==> src/rtl/alu_issue_stage.sv <==
// -----------------------------------------------------------------------------
// alu_issue_stage
//
// ID/EX issue stage in front of the 4-bit-coded ALU. It decodes an RV32I
// instruction into an ALU control code, resolves EX/MEM and MEM/WB forwarding
// for rs1/rs2, selects the operands (register, immediate or PC) and registers
// the result in a valid/ready pipeline register that drives the ALU directly.
//
// Ports:
//   clk, rst            pipeline clock, asynchronous active-high reset
//   in_valid/in_ready   upstream handshake (instr, pc, rs1_data, rs2_data)
//   fwd_exmem_*         EX/MEM forwarding source (en, rd, data)
//   fwd_memwb_*         MEM/WB forwarding source (en, rd, data)
//   flush               kill the held and any incoming instruction
//   out_valid/out_ready downstream handshake
//   alu_a, alu_b        ALU operands
//   alu_control         0 ADD, 1 SUB, 2 SLL, 3 SLT, 4 AND, 5 OR, 6 XOR,
//                       7 SRL, 8 SRA, 9 SLTU, 10 pass-B
//   out_rd, out_wen     writeback destination and enable
//   out_illegal         undecodable instruction
//
// Build option: define SKID_BUF_EN to add a skid entry. in_ready then comes
// straight from a flop (skid entry empty) and has no combinational path from
// out_ready, while full throughput is kept. Without it the stage is a single
// register and in_ready = !out_valid || out_ready.
// -----------------------------------------------------------------------------
module alu_issue_stage #(
  parameter int unsigned     XLEN             = 32,
  parameter logic [XLEN-1:0] RESET_PC_OPERAND = '0
) (
  input  logic            clk,
  input  logic            rst,
  input  logic            in_valid,
  output logic            in_ready,
  input  logic [31:0]     instr,
  input  logic [XLEN-1:0] pc,
  input  logic [XLEN-1:0] rs1_data,
  input  logic [XLEN-1:0] rs2_data,
  input  logic            fwd_exmem_en,
  input  logic [4:0]      fwd_exmem_rd,
  input  logic [XLEN-1:0] fwd_exmem_data,
  input  logic            fwd_memwb_en,
  input  logic [4:0]      fwd_memwb_rd,
  input  logic [XLEN-1:0] fwd_memwb_data,
  input  logic            flush,
  output logic            out_valid,
  input  logic            out_ready,
  output logic [XLEN-1:0] alu_a,
  output logic [XLEN-1:0] alu_b,
  output logic [3:0]      alu_control,
  output logic [4:0]      out_rd,
  output logic            out_wen,
  output logic            out_illegal
);

  typedef enum logic [3:0] {
    ALU_ADD   = 4'd0,
    ALU_SUB   = 4'd1,
    ALU_SLL   = 4'd2,
    ALU_SLT   = 4'd3,
    ALU_AND   = 4'd4,
    ALU_OR    = 4'd5,
    ALU_XOR   = 4'd6,
    ALU_SRL   = 4'd7,
    ALU_SRA   = 4'd8,
    ALU_SLTU  = 4'd9,
    ALU_PASSB = 4'd10
  } alu_ctrl_e;

  // Everything the ALU stage needs for one instruction.
  typedef struct packed {
    logic [XLEN-1:0] a;
    logic [XLEN-1:0] b;
    alu_ctrl_e       ctrl;
    logic [4:0]      rd;
    logic            wen;
    logic            illegal;
  } issue_t;

  localparam logic [6:0] OPC_OP     = 7'b0110011;
  localparam logic [6:0] OPC_OP_IMM = 7'b0010011;
  localparam logic [6:0] OPC_LUI    = 7'b0110111;
  localparam logic [6:0] OPC_AUIPC  = 7'b0010111;
  localparam logic [6:0] OPC_LOAD   = 7'b0000011;
  localparam logic [6:0] OPC_STORE  = 7'b0100011;
  localparam logic [6:0] OPC_JAL    = 7'b1101111;
  localparam logic [6:0] OPC_JALR   = 7'b1100111;

  localparam logic [6:0] F7_BASE = 7'b0000000;
  localparam logic [6:0] F7_ALT  = 7'b0100000;

  localparam issue_t RESET_ISSUE = '{
    a: RESET_PC_OPERAND, b: RESET_PC_OPERAND, ctrl: ALU_ADD,
    rd: 5'd0, wen: 1'b0, illegal: 1'b0
  };

  // ---------------------------------------------------------------------------
  // Field extraction and immediates
  // ---------------------------------------------------------------------------
  logic [6:0]      opcode;
  logic [2:0]      funct3;
  logic [6:0]      funct7;
  logic [4:0]      rs1_idx, rs2_idx, rd_idx;
  logic [XLEN-1:0] i_imm, s_imm, u_imm, shamt_imm;

  assign opcode  = instr[6:0];
  assign rd_idx  = instr[11:7];
  assign funct3  = instr[14:12];
  assign rs1_idx = instr[19:15];
  assign rs2_idx = instr[24:20];
  assign funct7  = instr[31:25];

  assign i_imm     = {{(XLEN-12){instr[31]}}, instr[31:20]};
  assign s_imm     = {{(XLEN-12){instr[31]}}, instr[31:25], instr[11:7]};
  assign u_imm     = XLEN'({instr[31:12], 12'b0});
  assign shamt_imm = {{(XLEN-5){1'b0}}, instr[24:20]};

  // ---------------------------------------------------------------------------
  // Forwarding: x0 is hard zero, then youngest producer (EX/MEM) wins.
  // ---------------------------------------------------------------------------
  function automatic logic [XLEN-1:0] fwd_sel(
    input logic [4:0]      rs,
    input logic [XLEN-1:0] rf,
    input logic            ex_en,
    input logic [4:0]      ex_rd,
    input logic [XLEN-1:0] ex_data,
    input logic            wb_en,
    input logic [4:0]      wb_rd,
    input logic [XLEN-1:0] wb_data
  );
    if (rs == 5'd0)                   return '0;
    else if (ex_en && (ex_rd == rs))  return ex_data;
    else if (wb_en && (wb_rd == rs))  return wb_data;
    else                              return rf;
  endfunction

  logic [XLEN-1:0] rs1_fwd, rs2_fwd, rs2_shamt;

  assign rs1_fwd = fwd_sel(rs1_idx, rs1_data, fwd_exmem_en, fwd_exmem_rd, fwd_exmem_data,
                           fwd_memwb_en, fwd_memwb_rd, fwd_memwb_data);
  assign rs2_fwd = fwd_sel(rs2_idx, rs2_data, fwd_exmem_en, fwd_exmem_rd, fwd_exmem_data,
                           fwd_memwb_en, fwd_memwb_rd, fwd_memwb_data);

  // The ALU shifts by all of B, so register shifts must be trimmed to 5 bits.
  assign rs2_shamt = {{(XLEN-5){1'b0}}, rs2_fwd[4:0]};

  function automatic alu_ctrl_e f3_ctrl(input logic [2:0] f3, input logic alt);
    case (f3)
      3'b000:  return alt ? ALU_SUB : ALU_ADD;
      3'b001:  return ALU_SLL;
      3'b010:  return ALU_SLT;
      3'b011:  return ALU_SLTU;
      3'b100:  return ALU_XOR;
      3'b101:  return alt ? ALU_SRA : ALU_SRL;
      3'b110:  return ALU_OR;
      default: return ALU_AND;
    endcase
  endfunction

  // ---------------------------------------------------------------------------
  // Decode
  // ---------------------------------------------------------------------------
  issue_t issue_d;
  logic   is_shift;

  assign is_shift = (funct3[1:0] == 2'b01);  // SLL(I) / SRL(I) / SRA(I)

  always_comb begin
    // NOTE: combinational blocks use blocking '=' and assign every output a
    // default first, so no path through the case can infer a latch.
    issue_d = '0;
    case (opcode)
      OPC_OP: begin
        issue_d.a    = rs1_fwd;
        issue_d.b    = is_shift ? rs2_shamt : rs2_fwd;
        issue_d.ctrl = f3_ctrl(funct3, funct7 == F7_ALT);
        issue_d.wen  = 1'b1;
        // Alternate funct7 only exists for SUB and SRA.
        if (!((funct7 == F7_BASE) ||
              ((funct7 == F7_ALT) && ((funct3 == 3'b000) || (funct3 == 3'b101)))))
          issue_d.illegal = 1'b1;
      end
      OPC_OP_IMM: begin
        issue_d.a    = rs1_fwd;
        issue_d.b    = is_shift ? shamt_imm : i_imm;
        issue_d.ctrl = f3_ctrl(funct3, (funct3 == 3'b101) && (funct7 == F7_ALT));
        issue_d.wen  = 1'b1;
        if ((funct3 == 3'b001) && (funct7 != F7_BASE))
          issue_d.illegal = 1'b1;
        if ((funct3 == 3'b101) && (funct7 != F7_BASE) && (funct7 != F7_ALT))
          issue_d.illegal = 1'b1;
      end
      OPC_LUI: begin
        issue_d.b    = u_imm;
        issue_d.ctrl = ALU_PASSB;
        issue_d.wen  = 1'b1;
      end
      OPC_AUIPC: begin
        issue_d.a   = pc;
        issue_d.b   = u_imm;
        issue_d.wen = 1'b1;
      end
      OPC_LOAD: begin
        issue_d.a   = rs1_fwd;
        issue_d.b   = i_imm;
        issue_d.wen = 1'b1;
      end
      OPC_STORE: begin
        issue_d.a = rs1_fwd;
        issue_d.b = s_imm;
      end
      OPC_JAL, OPC_JALR: begin
        // The ALU produces the link value; the target is computed elsewhere.
        issue_d.a   = pc;
        issue_d.b   = XLEN'(4);
        issue_d.wen = 1'b1;
      end
      default: issue_d.illegal = 1'b1;
    endcase

    // Any illegal encoding issues as an inert ADD 0,0 with no writeback.
    if (issue_d.illegal) begin
      issue_d         = '0;
      issue_d.illegal = 1'b1;
    end

    // A write to x0 is no write at all.
    if (issue_d.wen && (rd_idx != 5'd0)) begin
      issue_d.rd = rd_idx;
    end else begin
      issue_d.wen = 1'b0;
      issue_d.rd  = 5'd0;
    end
  end

  // ---------------------------------------------------------------------------
  // Pipeline register(s)
  // ---------------------------------------------------------------------------
  issue_t out_q;
  logic   out_valid_q;
  logic   accept;

  assign accept = in_valid && in_ready;

`ifdef SKID_BUF_EN
  issue_t skid_q;
  logic   skid_valid_q;

  // Registered ready: upstream may send whenever the skid entry is free.
  assign in_ready = !skid_valid_q;

  always_ff @(posedge clk or posedge rst) begin
    // NOTE: sequential state uses non-blocking '<=' so every flop samples
    // the pre-edge values regardless of statement order.
    if (rst) begin
      out_valid_q  <= 1'b0;
      skid_valid_q <= 1'b0;
      out_q        <= RESET_ISSUE;
    end else if (flush) begin
      out_valid_q  <= 1'b0;
      skid_valid_q <= 1'b0;
    end else if (!out_valid_q || out_ready) begin
      // Output slot frees up: the older skid entry goes first.
      if (skid_valid_q) begin
        out_q        <= skid_q;
        out_valid_q  <= 1'b1;
        skid_valid_q <= 1'b0;
      end else if (accept) begin
        out_q       <= issue_d;
        out_valid_q <= 1'b1;
      end else begin
        out_valid_q <= 1'b0;
      end
    end else if (accept) begin
      skid_valid_q <= 1'b1;
    end
  end

  // NOTE: the skid payload is pure data qualified by skid_valid_q, so it has
  // no reset; only the valid flag must come up clean.
  always_ff @(posedge clk) begin
    if (accept) skid_q <= issue_d;
  end
`else
  assign in_ready = !out_valid_q || out_ready;

  always_ff @(posedge clk or posedge rst) begin
    // NOTE: sequential state uses non-blocking '<=' so every flop samples
    // the pre-edge values regardless of statement order.
    if (rst) begin
      out_valid_q <= 1'b0;
      out_q       <= RESET_ISSUE;
    end else begin
      // Flush wins over a same-cycle accept; the data may go stale.
      if (flush)          out_valid_q <= 1'b0;
      else if (accept)    out_valid_q <= 1'b1;
      else if (out_ready) out_valid_q <= 1'b0;
      if (accept) out_q <= issue_d;
    end
  end
`endif

  assign out_valid   = out_valid_q;
  assign alu_a       = out_q.a;
  assign alu_b       = out_q.b;
  assign alu_control = out_q.ctrl;
  assign out_rd      = out_q.rd;
  assign out_wen     = out_q.wen;
  assign out_illegal = out_q.illegal;

endmodule

==> config.mk <==
export PLATFORM = sky130hd
export DESIGN_NAME = alu_issue_stage
export DESIGN_NICKNAME = d
export VERILOG_FILES = /design/src/rtl/alu_issue_stage.sv
export SDC_FILE = /design/constraint.sdc
export NUM_CORES = 1
export LEC_CHECK = 0
export CORE_AREA = 10 10 148 150
export CTS_CLUSTER_SIZE = 28
export DETAILED_ROUTE_END_ITERATION = 6
export DIE_AREA = 0 0 158 160
export PLACE_DENSITY = 0.7
export SLEW_MARGIN = 20
export SYNTH_ARGS = -nofsm -noshare
export SYNTH_HDL_FRONTEND = slang
export SYNTH_SLANG_ARGS = --single-unit
==> constraint.sdc <==
create_clock -name clk -period 2.7 [get_ports clk]
set_input_delay 0.27 -clock clk [delete_from_list [all_inputs] [get_ports clk]]
set_output_delay 0.27 -clock clk [all_outputs]
set_load 0.02 [all_outputs]
==> results of run 1 <==
## metrics by stage
step           instances  power [mW]  util, %  setup slack (ps)  hold slack (ps)
2_1_floorplan        650        1.51        -               492              333
3_3_place_gp        1150        2.04     46.4              32.7              475
3_5_place_dp        1150        2.05     46.4             -61.3              481
4_1_cts             1165        3.32     47.9               320              311
5_1_grt             1167        3.42     47.9               161              340
6_report            1168        3.30     47.9               288              292
## critical path, stage by stage
cell and delay, ps:
clkdlybuf4s50_1 420, nor2b_1 200, o21ai_2 780, o211a_2 370, nand3_2 90, buf_4 220
o31ai_1 290
## final timing paths
kind                                            start                    endpoint  slack (ps)  cells past startpoint
hold / removal                                    rst  alu_control[0]$_DFFE_PP0P_         290                      2
setup reg to reg                out_valid$_DFFE_PP0P_       alu_b[30]$_DFFE_PP0P_         670                      6
min in group clk                                flush       out_valid$_DFFE_PP0P_         460                      2
hold reg to reg            alu_control[2]$_DFFE_PP0P_  alu_control[2]$_DFFE_PP0P_         490                      1
max in group asynchronous                         rst       alu_b[18]$_DFFE_PP0P_        1730                      3
setup / recovery                            instr[12]       alu_a[13]$_DFFE_PP0P_         290                      7
## cells by family after synthesis
logic type      after synthesis
compound gates              249
mux                           1
xor+xnor                     21
simple gates                229
flops                        76
buf+inv                      74
## cell usage in the layout, fill, tap and decap left out, types with 9 or more instances in the layout
| cell | count |
|---|---|
| a211oi_1 | 35 |
| a221oi_1 | 23 |
| a22o_1 | 12 |
| a22oi_1 | 38 |
| a2bb2oi_1 | 20 |
| a32oi_1 | 23 |
| and3_1 | 33 |
| buf_4 | 42 |
| clkbuf_16 | 9 |
| clkdlybuf4s50_1 | 284 |
| dfrtp_1 | 76 |
| nand2_1 | 15 |
| nand3_1 | 41 |
| nor2_1 | 98 |
| nor3_1 | 9 |
| o31ai_1 | 43 |
| o31ai_2 | 20 |
| xnor2_1 | 11 |
## final cells by class
type | instances | area [µm²]
Antenna cell | 3 | 7.51
Clock buffer | 10 | 239
Clock inverter | 5 | 52.6
Fill cell | 1865 | 9940
Inverter | 6 | 23.8
Multi-Input combinational cell | 500 | 3400
Sequential cell | 76 | 1900
Tap cell | 238 | 298
Timing Repair Buffer | 330 | 3220
## state kept, by name, summed over array words and instances (netlist names)
| signal | cells |
|---|---|
| alu_a | 32 |
| alu_b | 32 |
| alu_control | 4 |
| out_illegal | 1 |
| out_rd | 5 |
| out_valid | 1 |
| out_wen | 1 |
## power by group
group / internal, mW / switching, mW
Combinational: 0.453 / 0.411
Clock: 0.732 / 0.531
Sequential: 1.16 / 0.0124
Total: 2.34 / 0.954
## metal layers
layer / wire length, µm / up-vias
met3: 2620 / 48
met1: 11800 / 3300
met2: 13900 / 340
li1: - / 3092
met4: 724 / 0
met5: 0 / -
==> results by group, run 1 <==
Status
  – Outcome: complete, no violations

Critical path
  – Critical Path AT: 2660 ps
  – Setup CP Type: in2reg
  – Worst setup EP type: flop
  – Setup crit start kind: input pin
  – Critical Path Fanout Max: 23
  – Worst Path Required: between 2000 and 3000 ps

Pwr
  – VDD IR max: 0.288 mV
  – Leak Pwr: 3.57 nW
  – P per Cell Area: 361 nW/µm²

Drt
  – Vias: approximately 6,800
  – Drt pass-1 iters: 6
  – Total wire length: just under 30 mm
  – DRT iter0 DRCs: 600
  – DR WL/cell: 24.9 µm
  – Vias per cell: 5.80
  – DRT antenna net count: 0
  – Residual DRC count: 0

Global routing
  – Global-route usage over all layers: approximately 22%
  – Met3 GRT Util: roughly 5.7%
  – Met2 Use GR: 36.2%
  – Grt total ovfl: 0
  – First-pass GRT wire length: 43.0 mm
  – Vias in the first global route: between 6,000 and 7,000
  – Met1 Use GR: 27.6%
  – Gr busiest metal: met2
  – Largest net degree at the start of global routing: 48
  – Antenna violations before repair: 2

Logic synthesis
  – Synth Area in Compound Gates: 36.9%
  – Number of synthesized register bits: 76
  – Synth Area in Adders: 0%
  – Synth area leaders: dfrtp_1 (34%), nor2_1 (6.6%), o31ai_1 (5.8%)
  – Post-synthesis sequential area ratio: about a third
  – Post-synth EDFFs: 0
  – Async S/R FF share, synth: 100%
  – Post-synth cell types: 53
  – Top cells by count, synth: nor2_1 (98), dfrtp_1 (76), clkbuf_1 (63), nand3_1 (43), o31ai_1 (43)
  – Synth Area in Simple Gates: between 10% and 20%
  – Syn Area/Cell: 8.55 µm²
  – Top_reg_cell synth: dfrtp_1
  – Syn_nets: between 800 and 900
  – Most common cell in the netlist: nor2_1
  – XOR/XNOR share of the synthesized area: 3.31%
  – Ys Warns: 0
  – Mapped Area: roughly 5600 µm²
  – Post-synthesis cell count: 650
  – Multiplexer share of the synthesized area: less than 1%
  – Area leader, netlist: dfrtp_1
  – Yosys top cell area share: approximately a third
  – Largest family of logic cells by synthesized area: compound AO/OA/AOI/OAI gates

Place
  – Placed inst area: 8840 µm²
  – HPWL after DPL: 22.3 mm
  – I/O Buffers: 285
  – GPL Wtd Cong: approximately 0.94

Timing
  – Final setup viols: 0
  – Final-report hold violation count: 0
  – RSZ-0062 raised after global routing: false
  – Clk_skew: 7.00 ps
  – Slew Limit Fails: 0
  – Tmin final: 2410 ps
  – FMAX: 415 MHz
  – Final period utilization: approximately nine tenths
  – Sum Neg Setup Slack: 0 ps
  – Worst slew pin tran: 986 ps
  – Max-slew headroom: 34.2%

CTS
  – CTS Sinks: 76
  – CTS tree: built
  – Root Buffer: clkbuf_16
  – Clock Latency Late Sink: 350 ps
  – Resize count post-CTS: 0
  – # H-tree levels: 3
  – CTS clk-pin slew, worst paths: 70 ps
  – CTS Buf Count: 9
  – Hold_buf cts: 0
  – Clk buf depth: 2
  – Setup Buffers After CTS: 0

Finish
  – Design area: 9140 µm²
  – Share of layout cells above drive strength 1: between 10% and 20%
  – Layout overhead on the synthesized area: 64.4%
  – Final #Nets: 1,132

Min path
  – Hold Crit Class: in2async

Floorplan
  – Die width: approximately 160 µm
  – Floorplan core area: around 19,000 µm²
  – Site row count: 51
  – Starting density of the core: 29.1%
  – I/O pins: roughly 290
  – Die Footprint: 25,300 µm²
  – Die H: 160 µm

Job
  – Max_cap viols: 0
Power figures use the tool's default switching activity.
==> run 2, diff against run 1 <==
--- a/config.mk
+++ b/config.mk
@@ -6,6 +6,7 @@
 export NUM_CORES = 1
 export LEC_CHECK = 0
 export CORE_AREA = 10 10 148 150
+export CTS_CLUSTER_DIAMETER = 200
 export CTS_CLUSTER_SIZE = 28
 export DETAILED_ROUTE_END_ITERATION = 6
 export DIE_AREA = 0 0 158 160
==> results of run 2 <==
No change in the layout: final DEF, timing and power equal those of run 1.
==> run 3, diff against run 2 <==
--- a/config.mk
+++ b/config.mk
@@ -6,7 +6,7 @@
 export NUM_CORES = 1
 export LEC_CHECK = 0
 export CORE_AREA = 10 10 148 150
-export CTS_CLUSTER_DIAMETER = 200
+export CTS_CLUSTER_DIAMETER = 150
 export CTS_CLUSTER_SIZE = 28
 export DETAILED_ROUTE_END_ITERATION = 6
 export DIE_AREA = 0 0 158 160
@@ -15,3 +15,4 @@
 export SYNTH_ARGS = -nofsm -noshare
 export SYNTH_HDL_FRONTEND = slang
 export SYNTH_SLANG_ARGS = --single-unit
+export TNS_END_PERCENT = 10
==> results of run 3 <==
No change in the layout: final DEF, timing and power equal those of run 1.
